File: src/rtl/alu_sequencer_if.sv
// Byte-stream, ALU operand and result signals of the ALU sequencer.
// The slave modport is the sequencer's view; master is the producer, ALU and consumer side.
interface alu_sequencer_if #(
  parameter int unsigned NB_DATA = 8,
  parameter int unsigned NB_OP   = 6
);
  logic [NB_DATA-1:0] i_data;
  logic               i_valid;
  logic               o_ready;
  logic [NB_DATA-1:0] o_alu_a;
  logic [NB_DATA-1:0] o_alu_b;
  logic [NB_OP-1:0]   o_alu_op;
  logic [NB_DATA-1:0] i_alu_result;
  logic [NB_DATA-1:0] o_result;
  logic               o_result_valid;
  logic               i_result_ack;
  logic               o_error;

  modport slave (
    input  i_data, i_valid, i_alu_result, i_result_ack,
    output o_ready, o_alu_a, o_alu_b, o_alu_op, o_result, o_result_valid, o_error
  );

  modport master (
    output i_data, i_valid, i_alu_result, i_result_ack,
    input  o_ready, o_alu_a, o_alu_b, o_alu_op, o_result, o_result_valid, o_error
  );
endinterface

File: src/rtl/alu_sequencer.sv
// Collects A, B and op bytes from a valid/ready stream, presents them to an external ALU,
// captures the result and holds it until acknowledged; stalls mid-transaction time out.
module alu_sequencer #(
  parameter int unsigned NB_DATA = 8,
  parameter int unsigned NB_OP   = 6,
  parameter int unsigned TIMEOUT = 255
) (
  input logic           i_clock,
  input logic           i_reset,
  alu_sequencer_if.slave seq_bus
);

  localparam int unsigned CNT_W = (TIMEOUT < 1) ? 1 : $clog2(TIMEOUT + 1);
  localparam logic [CNT_W-1:0] IDLE_MAX  = CNT_W'(TIMEOUT);
  localparam logic [CNT_W-1:0] IDLE_LAST = CNT_W'((TIMEOUT < 1) ? 0 : TIMEOUT - 1);

  typedef enum logic [2:0] {
    S_A    = 3'd0,
    S_B    = 3'd1,
    S_OP   = 3'd2,
    S_EXEC = 3'd3,
    S_HOLD = 3'd4
  } state_e;

  state_e             state_q;
  logic [NB_DATA-1:0] a_q;
  logic [NB_DATA-1:0] b_q;
  logic [NB_OP-1:0]   op_q;
  logic [NB_DATA-1:0] result_q;
  logic               result_valid_q;
  logic               ready_q;
  logic               error_q;
  logic [CNT_W-1:0]   idle_q;

  logic [NB_DATA-1:0] data_in;
  logic               xfer;
  logic               timeout_hit;
  logic [CNT_W-1:0]   idle_inc;

  assign data_in = seq_bus.i_data;

  always_comb begin
    xfer        = seq_bus.i_valid & ready_q;
    // Fires on the edge that would bring the counter up to TIMEOUT.
    timeout_hit = (idle_q >= IDLE_LAST);
    idle_inc    = (idle_q == IDLE_MAX) ? idle_q : idle_q + CNT_W'(1);
  end

  always_ff @(posedge i_clock or negedge i_reset) begin
    if (!i_reset) begin
      state_q        <= S_A;
      a_q            <= '0;
      b_q            <= '0;
      op_q           <= '0;
      result_q       <= '0;
      result_valid_q <= 1'b0;
      ready_q        <= 1'b1;
      error_q        <= 1'b0;
      idle_q         <= '0;
    end else begin
      error_q <= 1'b0;
      unique case (state_q)
        S_A: begin
          idle_q <= '0;
          if (xfer) begin
            a_q     <= data_in;
            state_q <= S_B;
          end
        end
        S_B: begin
          if (xfer) begin
            b_q     <= data_in;
            idle_q  <= '0;
            state_q <= S_OP;
          end else if (timeout_hit) begin
            idle_q  <= '0;
            error_q <= 1'b1;
            state_q <= S_A;
          end else begin
            idle_q <= idle_inc;
          end
        end
        S_OP: begin
          if (xfer) begin
            op_q    <= data_in[NB_OP-1:0];
            idle_q  <= '0;
            ready_q <= 1'b0;
            state_q <= S_EXEC;
          end else if (timeout_hit) begin
            idle_q  <= '0;
            error_q <= 1'b1;
            state_q <= S_A;
          end else begin
            idle_q <= idle_inc;
          end
        end
        S_EXEC: begin
          result_q       <= seq_bus.i_alu_result;
          result_valid_q <= 1'b1;
          state_q        <= S_HOLD;
        end
        S_HOLD: begin
          if (seq_bus.i_result_ack) begin
            result_valid_q <= 1'b0;
            ready_q        <= 1'b1;
            state_q        <= S_A;
          end
        end
        default: begin
          idle_q         <= '0;
          result_valid_q <= 1'b0;
          ready_q        <= 1'b1;
          state_q        <= S_A;
        end
      endcase
    end
  end

  assign seq_bus.o_ready        = ready_q;
  assign seq_bus.o_alu_a        = a_q;
  assign seq_bus.o_alu_b        = b_q;
  assign seq_bus.o_alu_op       = op_q;
  assign seq_bus.o_result       = result_q;
  assign seq_bus.o_result_valid = result_valid_q;
  assign seq_bus.o_error        = error_q;

endmodule

File: src/flat_wrapper.sv
// flat-port wrapper written by rule: the top's interface ports become plain ports
module alu_sequencer_flat 
#(
  parameter int unsigned NB_DATA = 8,
  parameter int unsigned NB_OP   = 6,
  parameter int unsigned TIMEOUT = 255
)
  (i_clock, i_reset, seq_bus_i_data, seq_bus_i_valid, seq_bus_i_alu_result, seq_bus_i_result_ack, seq_bus_o_ready, seq_bus_o_alu_a, seq_bus_o_alu_b, seq_bus_o_alu_op, seq_bus_o_result, seq_bus_o_result_valid, seq_bus_o_error);
  alu_sequencer_if #(.NB_DATA(NB_DATA), .NB_OP(NB_OP)) seq_bus_i ();
  input logic i_clock;
  input logic i_reset;
  input wire logic [$bits(seq_bus_i.i_data)-1:0] seq_bus_i_data;
  input wire logic [$bits(seq_bus_i.i_valid)-1:0] seq_bus_i_valid;
  input wire logic [$bits(seq_bus_i.i_alu_result)-1:0] seq_bus_i_alu_result;
  input wire logic [$bits(seq_bus_i.i_result_ack)-1:0] seq_bus_i_result_ack;
  output wire logic [$bits(seq_bus_i.o_ready)-1:0] seq_bus_o_ready;
  output wire logic [$bits(seq_bus_i.o_alu_a)-1:0] seq_bus_o_alu_a;
  output wire logic [$bits(seq_bus_i.o_alu_b)-1:0] seq_bus_o_alu_b;
  output wire logic [$bits(seq_bus_i.o_alu_op)-1:0] seq_bus_o_alu_op;
  output wire logic [$bits(seq_bus_i.o_result)-1:0] seq_bus_o_result;
  output wire logic [$bits(seq_bus_i.o_result_valid)-1:0] seq_bus_o_result_valid;
  output wire logic [$bits(seq_bus_i.o_error)-1:0] seq_bus_o_error;
  assign seq_bus_i.i_data = seq_bus_i_data;
  assign seq_bus_i.i_valid = seq_bus_i_valid;
  assign seq_bus_i.i_alu_result = seq_bus_i_alu_result;
  assign seq_bus_i.i_result_ack = seq_bus_i_result_ack;
  assign seq_bus_o_ready = seq_bus_i.o_ready;
  assign seq_bus_o_alu_a = seq_bus_i.o_alu_a;
  assign seq_bus_o_alu_b = seq_bus_i.o_alu_b;
  assign seq_bus_o_alu_op = seq_bus_i.o_alu_op;
  assign seq_bus_o_result = seq_bus_i.o_result;
  assign seq_bus_o_result_valid = seq_bus_i.o_result_valid;
  assign seq_bus_o_error = seq_bus_i.o_error;
  alu_sequencer #(.NB_DATA(NB_DATA), .NB_OP(NB_OP), .TIMEOUT(TIMEOUT)) u_core (.i_clock(i_clock), .i_reset(i_reset), .seq_bus(seq_bus_i));
endmodule
File: config.mk
export PLATFORM = sky130hd
export DESIGN_NAME = alu_sequencer_flat
export DESIGN_NICKNAME = d
export VERILOG_FILES = /design/src/rtl/alu_sequencer_if.sv /design/src/rtl/alu_sequencer.sv /design/src/flat_wrapper.sv
export SDC_FILE = /design/constraint.sdc
export NUM_CORES = 1
export LEC_CHECK = 0
export CORE_MARGIN = 5
export CORE_UTILIZATION = 25
export CTS_CLUSTER_DIAMETER = 40
export DETAILED_ROUTE_END_ITERATION = 10
export MAX_ROUTING_LAYER = met4
export PLACE_DENSITY = 0.58
export SYNTH_ARGS = -nofsm -noshare
export SYNTH_HDL_FRONTEND = slang
export SYNTH_SLANG_ARGS = --single-unit
File: constraint.sdc
create_clock -name i_clock -period 2.1 [get_ports i_clock]
set_input_delay 0.42 -clock i_clock [delete_from_list [all_inputs] [get_ports i_clock]]
set_output_delay 0.42 -clock i_clock [all_outputs]
set_load 0.005 [all_outputs]
==> results.md <==
- R2R cell count: 6
- IO Port Bufs: 52
- Core Area: 7650 um2
- Outcome: completed
- WL/cell: 13.1 um
- Largest family of logic cells by synthesized area: multiplexers
- Final slew viol count: 0
- Max-cap viol count: 0
- CP peak stage delay: 0.46 ns
- Share of cells above drive strength 1: 25.6%
- Post-synth cell types: 38
- Routability cong.: 0.763
- Starting Density: 25.5%
- DPL Wire Length: 3030 um
- Synth Area in Simple Gates: 12.6%
- First-pass GRT wire length: 7070 um
- CTS clock-pin slew for the worst setup and hold paths: 0.09 ns
- Total power: 3.45 mW
- Io pins: 53
- Vias: 1367
- RR Endpoint: u_core.idle_q[2]$_DFFE_PN0P_
- End-of-flow core utilization: 35.7%
- Setup slack, reg-to-reg: 0.18 ns
- Worst skew pair latency: 0.29 ns
- Worst min path class: in2async
- Reg2reg start: u_core.idle_q[1]$_DFFE_PN0P_
- Layout area overhead: 40.2%
- Pre-Repair DR Iteration Count: 4
- Placed cell count: 305
- Initial antenna violation count: 0
- WP data arrival: 2.10 ns
- Post-CTS Setup Bufs: 0
- Most common cell after layout, fill and taps aside: clkdlybuf4s50_1
- #FFs+latches synth: 44
- Cell chain of the critical path: ha_1, nand3_1, or4_4, o21bai_4, nand2b_4, o21ai_1
- Crit path max-delay family: simple AND/OR/NAND/NOR gates
- Data required, critical path: 2.28 ns
- Mux contribution to synthesized area: 17.4%
- Post-synthesis sequential area ratio: 56.6%
- Slowest CP cell: dfrtp_1
- Fin nets: 232
- Transition time of the tightest slew-check pin: 0.507 ns
- Pwr dens: 1270 nW/um2
- Synthesized cell area: 1950 um2
- # fillers: 760
- Post-Route Skew: 0.00715 ns
- Syn Nets: 174
- CTS tree: built
- Antenna diode count: 0
- Final setup violation count: 0
- Hold buffers post-CTS: 0
- Synth warn: 0
- Total track usage: 9.30%
- Cts repair resizes: 0
- Tcrit/Tclk final: 91.6%
- Crit Path Class: reg2reg
- Synth Instances: 152
- Number of global-route vias before repair: 1404
- Bufs and invs on worst path: 0
- Sum Neg Setup Slack: 0 ns
- Die ar.: 9650 um2
- Peak VDD IR: 477 uV
- Final Critical Period: 1.92 ns
- RSZ-0062 raised after global routing: no
- Core Rows: 32
- Pin count of the biggest net entering global routing: 24
- Clock sink total: 44
- F_max: 520 MHz
- Vias per cell: 4.37
- CP Capture Type: flop
- Drt drc: 0
- Synth Area in Adders: 1.29%
- Die height: 98.2 um
- Total gr overflow: 0
- CP Launch Type: flop
- Die Wd: 98.2 um
- Post-route worst setup slack: 0.176 ns
- Post-Synth XOR/XNOR Area: 0.450%
- Root Driver: clkbuf_8
- Max-slew headroom: 66.2%
- H-tree levels: 2
- DP Worst Slack: 0.0573 ns
- Syn Area/Cell: 12.8 um2
- Compound-gate portion of the synthesized area: 8.74%
- Post-DRT Antenna Nets: 0
- Final cell count without fillers: 313
- Most frequent cells in the layout: 51 x clkdlybuf4s50_1, 43 x dfrtp_1, 30 x mux2_2
- Final WL: 4120 um
- Crit-path max FO: 8
- Pleak: 1.18 nW
- CTS buffer count: 5
- Drt initial violations: 46
- Final hold violation count: 0
- Max Buffers Root-to-Sink: 2
[logic make-up (layout without fill, tap and decap cells)]
group	after synthesis	count (layout)
muxes	30	30
buffers and inverters	11	70
DFF	44	44
adders and majority gates	2	2
xor gates and xnor gates	1	1
and+or+nand+nor	40	40
AOI/OAI and AO/OA	24	24
[layout make-up]
cell class	count	area, um2	share of cell area (%)
clock buffer	5	68.8	2.52
clock inverter	3	46.3	1.70
inverter	5	18.8	0.688
multi-input combinational	97	787	28.8
sequential	44	1100	40.4
tap	102	128	4.68
timing repair buffer	57	578	21.2
[per-layer routing]
layer / wire length, um / share of wire, % / GRT usage, %
met1: 1880 / 46 / 11.6
met2: 1920 / 47 / 14.2
met3: 288 / 7.0 / 3.29
met4: 22 / 0.53 / 2.84
met5: 0 / 0 / -
[flip-flops by register name, summed over array words and instances, names as in the netlist]
name and count:
u_core.idle_q 8, u_core.seq_bus.o_alu_a 8, u_core.seq_bus.o_alu_b 8, u_core.seq_bus.o_alu_op 6, u_core.seq_bus.o_error 1, u_core.seq_bus.o_ready 1
u_core.seq_bus.o_result 8, u_core.seq_bus.o_result_valid 1, u_core.state_q 3
[report_power, final]
part,switching [mW],internal (mW)
logic,0.486,0.906
registers,0.226,1.18
clock network,0.301,0.358
total,1.01,2.44
[how the worst max path moves through the flow]
stage / start / to / slack, ns / depth (start not counted)
finish: u_core.idle_q[1]$_DFFE_PN0P_ / u_core.idle_q[2]$_DFFE_PN0P_ / 0.18 / 6
global route: u_core.idle_q[1]$_DFFE_PN0P_ / u_core.idle_q[2]$_DFFE_PN0P_ / 0.06 / 6
CTS: u_core.idle_q[1]$_DFFE_PN0P_ / u_core.idle_q[2]$_DFFE_PN0P_ / 0.16 / 6
detailed placement: seq_bus_i_valid / u_core.seq_bus.o_alu_op[5]$_DFFE_PN0P_ / 0.06 / 4
global placement: seq_bus_i_valid / u_core.seq_bus.o_alu_op[3]$_DFFE_PN0P_ / 0.12 / 4
floorplan: u_core.idle_q[0]$_DFFE_PN0P_ / u_core.idle_q[6]$_DFFE_PN0P_ / 0.38 / 6
[cell usage after synthesis (all sizes together)]
library cell / number / area share [%]
o21ai: 5 / 1.3
dfrtp: 43 / 55
buf: 5 / 1.8
and4: 1 / 0.45
nand3b: 2 / 1.6
a31oi: 2 / 0.64
nor2: 5 / 0.96
nand2b: 3 / 1.3
or4: 1 / 0.58
ha: 2 / 1.3
nand3: 5 / 1.3
a21bo: 1 / 0.51
nand2: 9 / 1.7
o211ai: 1 / 0.39
a21oi: 5 / 1.3
o22ai: 3 / 0.96
and3: 2 / 0.64
o31ai: 3 / 1.4
dfstp: 1 / 1.3
a211oi: 1 / 0.39
nor3: 4 / 1.0
mux2: 30 / 17
nor3b: 1 / 0.39
xor2: 1 / 0.45
a2bb2oi: 1 / 0.45
inv: 5 / 0.96
clkbuf: 1 / 0.19
nor2b: 3 / 0.96
nand4: 3 / 1.3
o22a: 1 / 0.45
or2: 1 / 0.32
o21bai: 1 / 0.96
[metrics by stage]
step                      instance area, um2  hold slack [ns]
after floorplan                         1950            0.124
final                                   2730           0.0791
after global routing                    2730            0.104
after detailed placement                2610            0.432
after CTS                               2730            0.103
after global placement                  2610            0.428
[worst reg2reg max path: stages (launching register included)]
cell,delay (ns)
dfrtp_1,0.46
ha_1,0.23
nand3_1,0.13
or4_4,0.45
o21bai_4,0.23
nand2b_4,0.23
o21ai_1,0.09
No activity file was read; power rests on OpenSTA's default activity.
==> edit, RTL diff (config.mk and constraints unchanged) <==
Make the reset (`i_reset`) synchronous in one clocked block.
--- a/src/rtl/alu_sequencer.sv
+++ b/src/rtl/alu_sequencer.sv
@@ -47,5 +47,5 @@
   end
 
-  always_ff @(posedge i_clock or negedge i_reset) begin
+  always_ff @(posedge i_clock) begin
     if (!i_reset) begin
       state_q        <= S_A;
Formal check against the unedited RTL: differs if i_reset is asserted again (counterexample within 4 cycles, from zero or initial values and one cycle with i_reset low); with i_reset held inactive, the same outputs for 10 cycles.
==> edit against the unedited design <==
  * Synthesized cell count rose by 33%
  * Sequential share of layout area decreased by 8.0 points
  * Cell area shrank 0.50%
  * Global-route usage rose by 0.099 points
  * Routed wire length increased by 12%
  * Sequential cell count stayed put
  * Setup slack gained 0.15 ns
  * Worst hold slack improved by 0.39 ns
  * Area after synthesis is 1.2% higher
Power is not compared: it rests on default switching activity, and its combinational part moved more than twofold at a synthesized area within 25%.
==> edit: results (changes against the unedited design) <==
Parameter                              Value

Routing
  DR vias    1567 (+15%)
  Number of DRC violations after detailed routing    0 (unchanged)
  Iteration-0 DRC Markers    76 (+65%)
  Final wirelength    4.62 mm (+12%)
  ANT nets after route    0 (unchanged)

Synth
  FFs w/ async S/R, synth    0 (-1.00)
  List of most frequent post-synthesis cells    44 x sky130_fd_sc_hd__dfxtp_1, 26 x sky130_fd_sc_hd__nand2_1, 25 x sky130_fd_sc_hd__nor2b_1, 23 x sky130_fd_sc_hd__mux2i_1, 10 x sky130_fd_sc_hd__nor2_1
  Top post-synthesis cells by area    sky130_fd_sc_hd__dfxtp_1 45%, sky130_fd_sc_hd__mux2i_1 12%, sky130_fd_sc_hd__nor2b_1 7.9%
  Distinct cell type count of the synthesized netlist    43 (+13%)
  Synthesized Nets    224 (+29%)
  Yosys warning count    0 (unchanged)
  Proportion of synthesized chip area in sequential cells    0.447 (-0.119)
  Fraction of the mapped netlist area in compound gates    0.132 (+0.0447)
  Post-Synth Adder-Cell Area    0.0127 (-0.000155)
  XOR/XNOR share of the synthesized area    0.0140 (+0.00947)
  Share of synthesized area spent on multiplexers    0.117 (-0.0567)

Placed design
  Placer congestion estimate    0.755 (-1.0%)
  Total half-perimeter wirelength after legalization and detailed placement    3.36 mm (+11%)

Finish
  Non-CTS inverters    3 (-2)
  Clock buffer and inverter area fraction after layout    0.0396 (-0.00255)
  Comb_multi_in    145 (+49%)
  Number of nets in the finished design    278 (+20%)
  FF+latch count    44 (unchanged)
  Fraction of area in non-clock buffers    0.206 (-0.00630)
  Fraction of area in registers    0.324 (-0.0795)
  Final-layout fill cell count    809 (+6.4%)
  Area used by multi-input combinational logic    0.00103 mm^2 (+31%)
  Share of post-route cells with drive strength above 1    0.0778 (-0.178)
  Clock buffer count    6 (+1)

Run status
  Outcome    finished clean

Timing
  Rel. slew slack    0.691 (+0.0291)
  Setup clock skew after layout    0.00643 ns (-0.000718 ns)

Global route
  First-pass GRT wire length    7.29 mm (+3.2%)
  Via count of the first global-routing pass    1522 (+8.4%)
  Overall Global Routing Usage    0.0940 (+0.000986)
  Maximum number of pins on one net before global-route repair    44 (+83%)

Clock network
  Cell at the root of the clock tree    sky130_fd_sc_hd__clkbuf_8

Critical path
  Arrival time worst endpoint    1.96 ns (-0.14 ns)
  Slowest library cell on the worst path    sky130_fd_sc_hd__dfxtp_1
  Register-to-register setup slack    0.33 ns (+0.15 ns)
  End of the worst register-to-register path    u_core.idle_q[1]$_SDFFE_PN0P_
  Largest fanout on the critical path    7 (-1)
  Reg2Reg Depth    5 (-1)
  Beginning of the worst register-to-register path    u_core.idle_q[1]$_SDFFE_PN0P_

Worst hold path
  Worst Hold Path EP    u_core.seq_bus.o_result[5]$_SDFFE_PN0P_
  Class of the tightest hold or removal check    flip-flop to flip-flop
  Hold path cells    2

Pwr
  Switching power    429 uW
## edit: cell count changes in the layout (fill, tap and decap cells not counted), sizes merged, moves of 5 or more
cell	change
nor2	+5
dfrtp	-43
mux2i	+23
nand2	+17
nor2b	+22
dfxtp	+44
mux2	-30
a21boi	+9
## edit: stage by stage
stage	worst slack [ns]	cell area (um^2)	power, uW	std cells	hold slack [ns]
2_1_floorplan	0.536	1970	1070	202	0.460
3_5_place_dp	0.173	2610	1200	351	0.457
6_report	0.329	2720	1810	359	0.465
3_3_place_gp	0.147	2610	1200	351	0.451
4_1_cts	0.343	2720	1850	359	0.469
5_1_grt	0.183	2720	1900	359	0.484
## edit: worst max-delay path by stage
stage                                       start                                      to  slack [ns]  cells after the start
finish              u_core.idle_q[1]$_SDFFE_PN0P_           u_core.idle_q[1]$_SDFFE_PN0P_        0.33                      5
detailed placement                seq_bus_i_valid  u_core.seq_bus.o_alu_b[0]$_SDFFE_PN0P_        0.17                      6
floorplan           u_core.idle_q[0]$_SDFFE_PN0P_           u_core.idle_q[1]$_SDFFE_PN0P_        0.54                      6
CTS                 u_core.idle_q[1]$_SDFFE_PN0P_           u_core.idle_q[1]$_SDFFE_PN0P_        0.34                      5
global placement                  seq_bus_i_valid           u_core.idle_q[4]$_SDFFE_PN0P_        0.15                      5
global route        u_core.idle_q[1]$_SDFFE_PN0P_           u_core.idle_q[4]$_SDFFE_PN0P_        0.18                      5
## edit: metal layers
layer | wire, um | share of wire | track usage | vias up
met5 | 0 | 0 | - | -
met1 | 2110 | 0.46 | 0.114 | 718
li1 | - | - | - | 810
met2 | 2160 | 0.47 | 0.148 | 35
met4 | 32 | 0.0069 | 0.0221 | 0
met3 | 309 | 0.067 | 0.0361 | 4
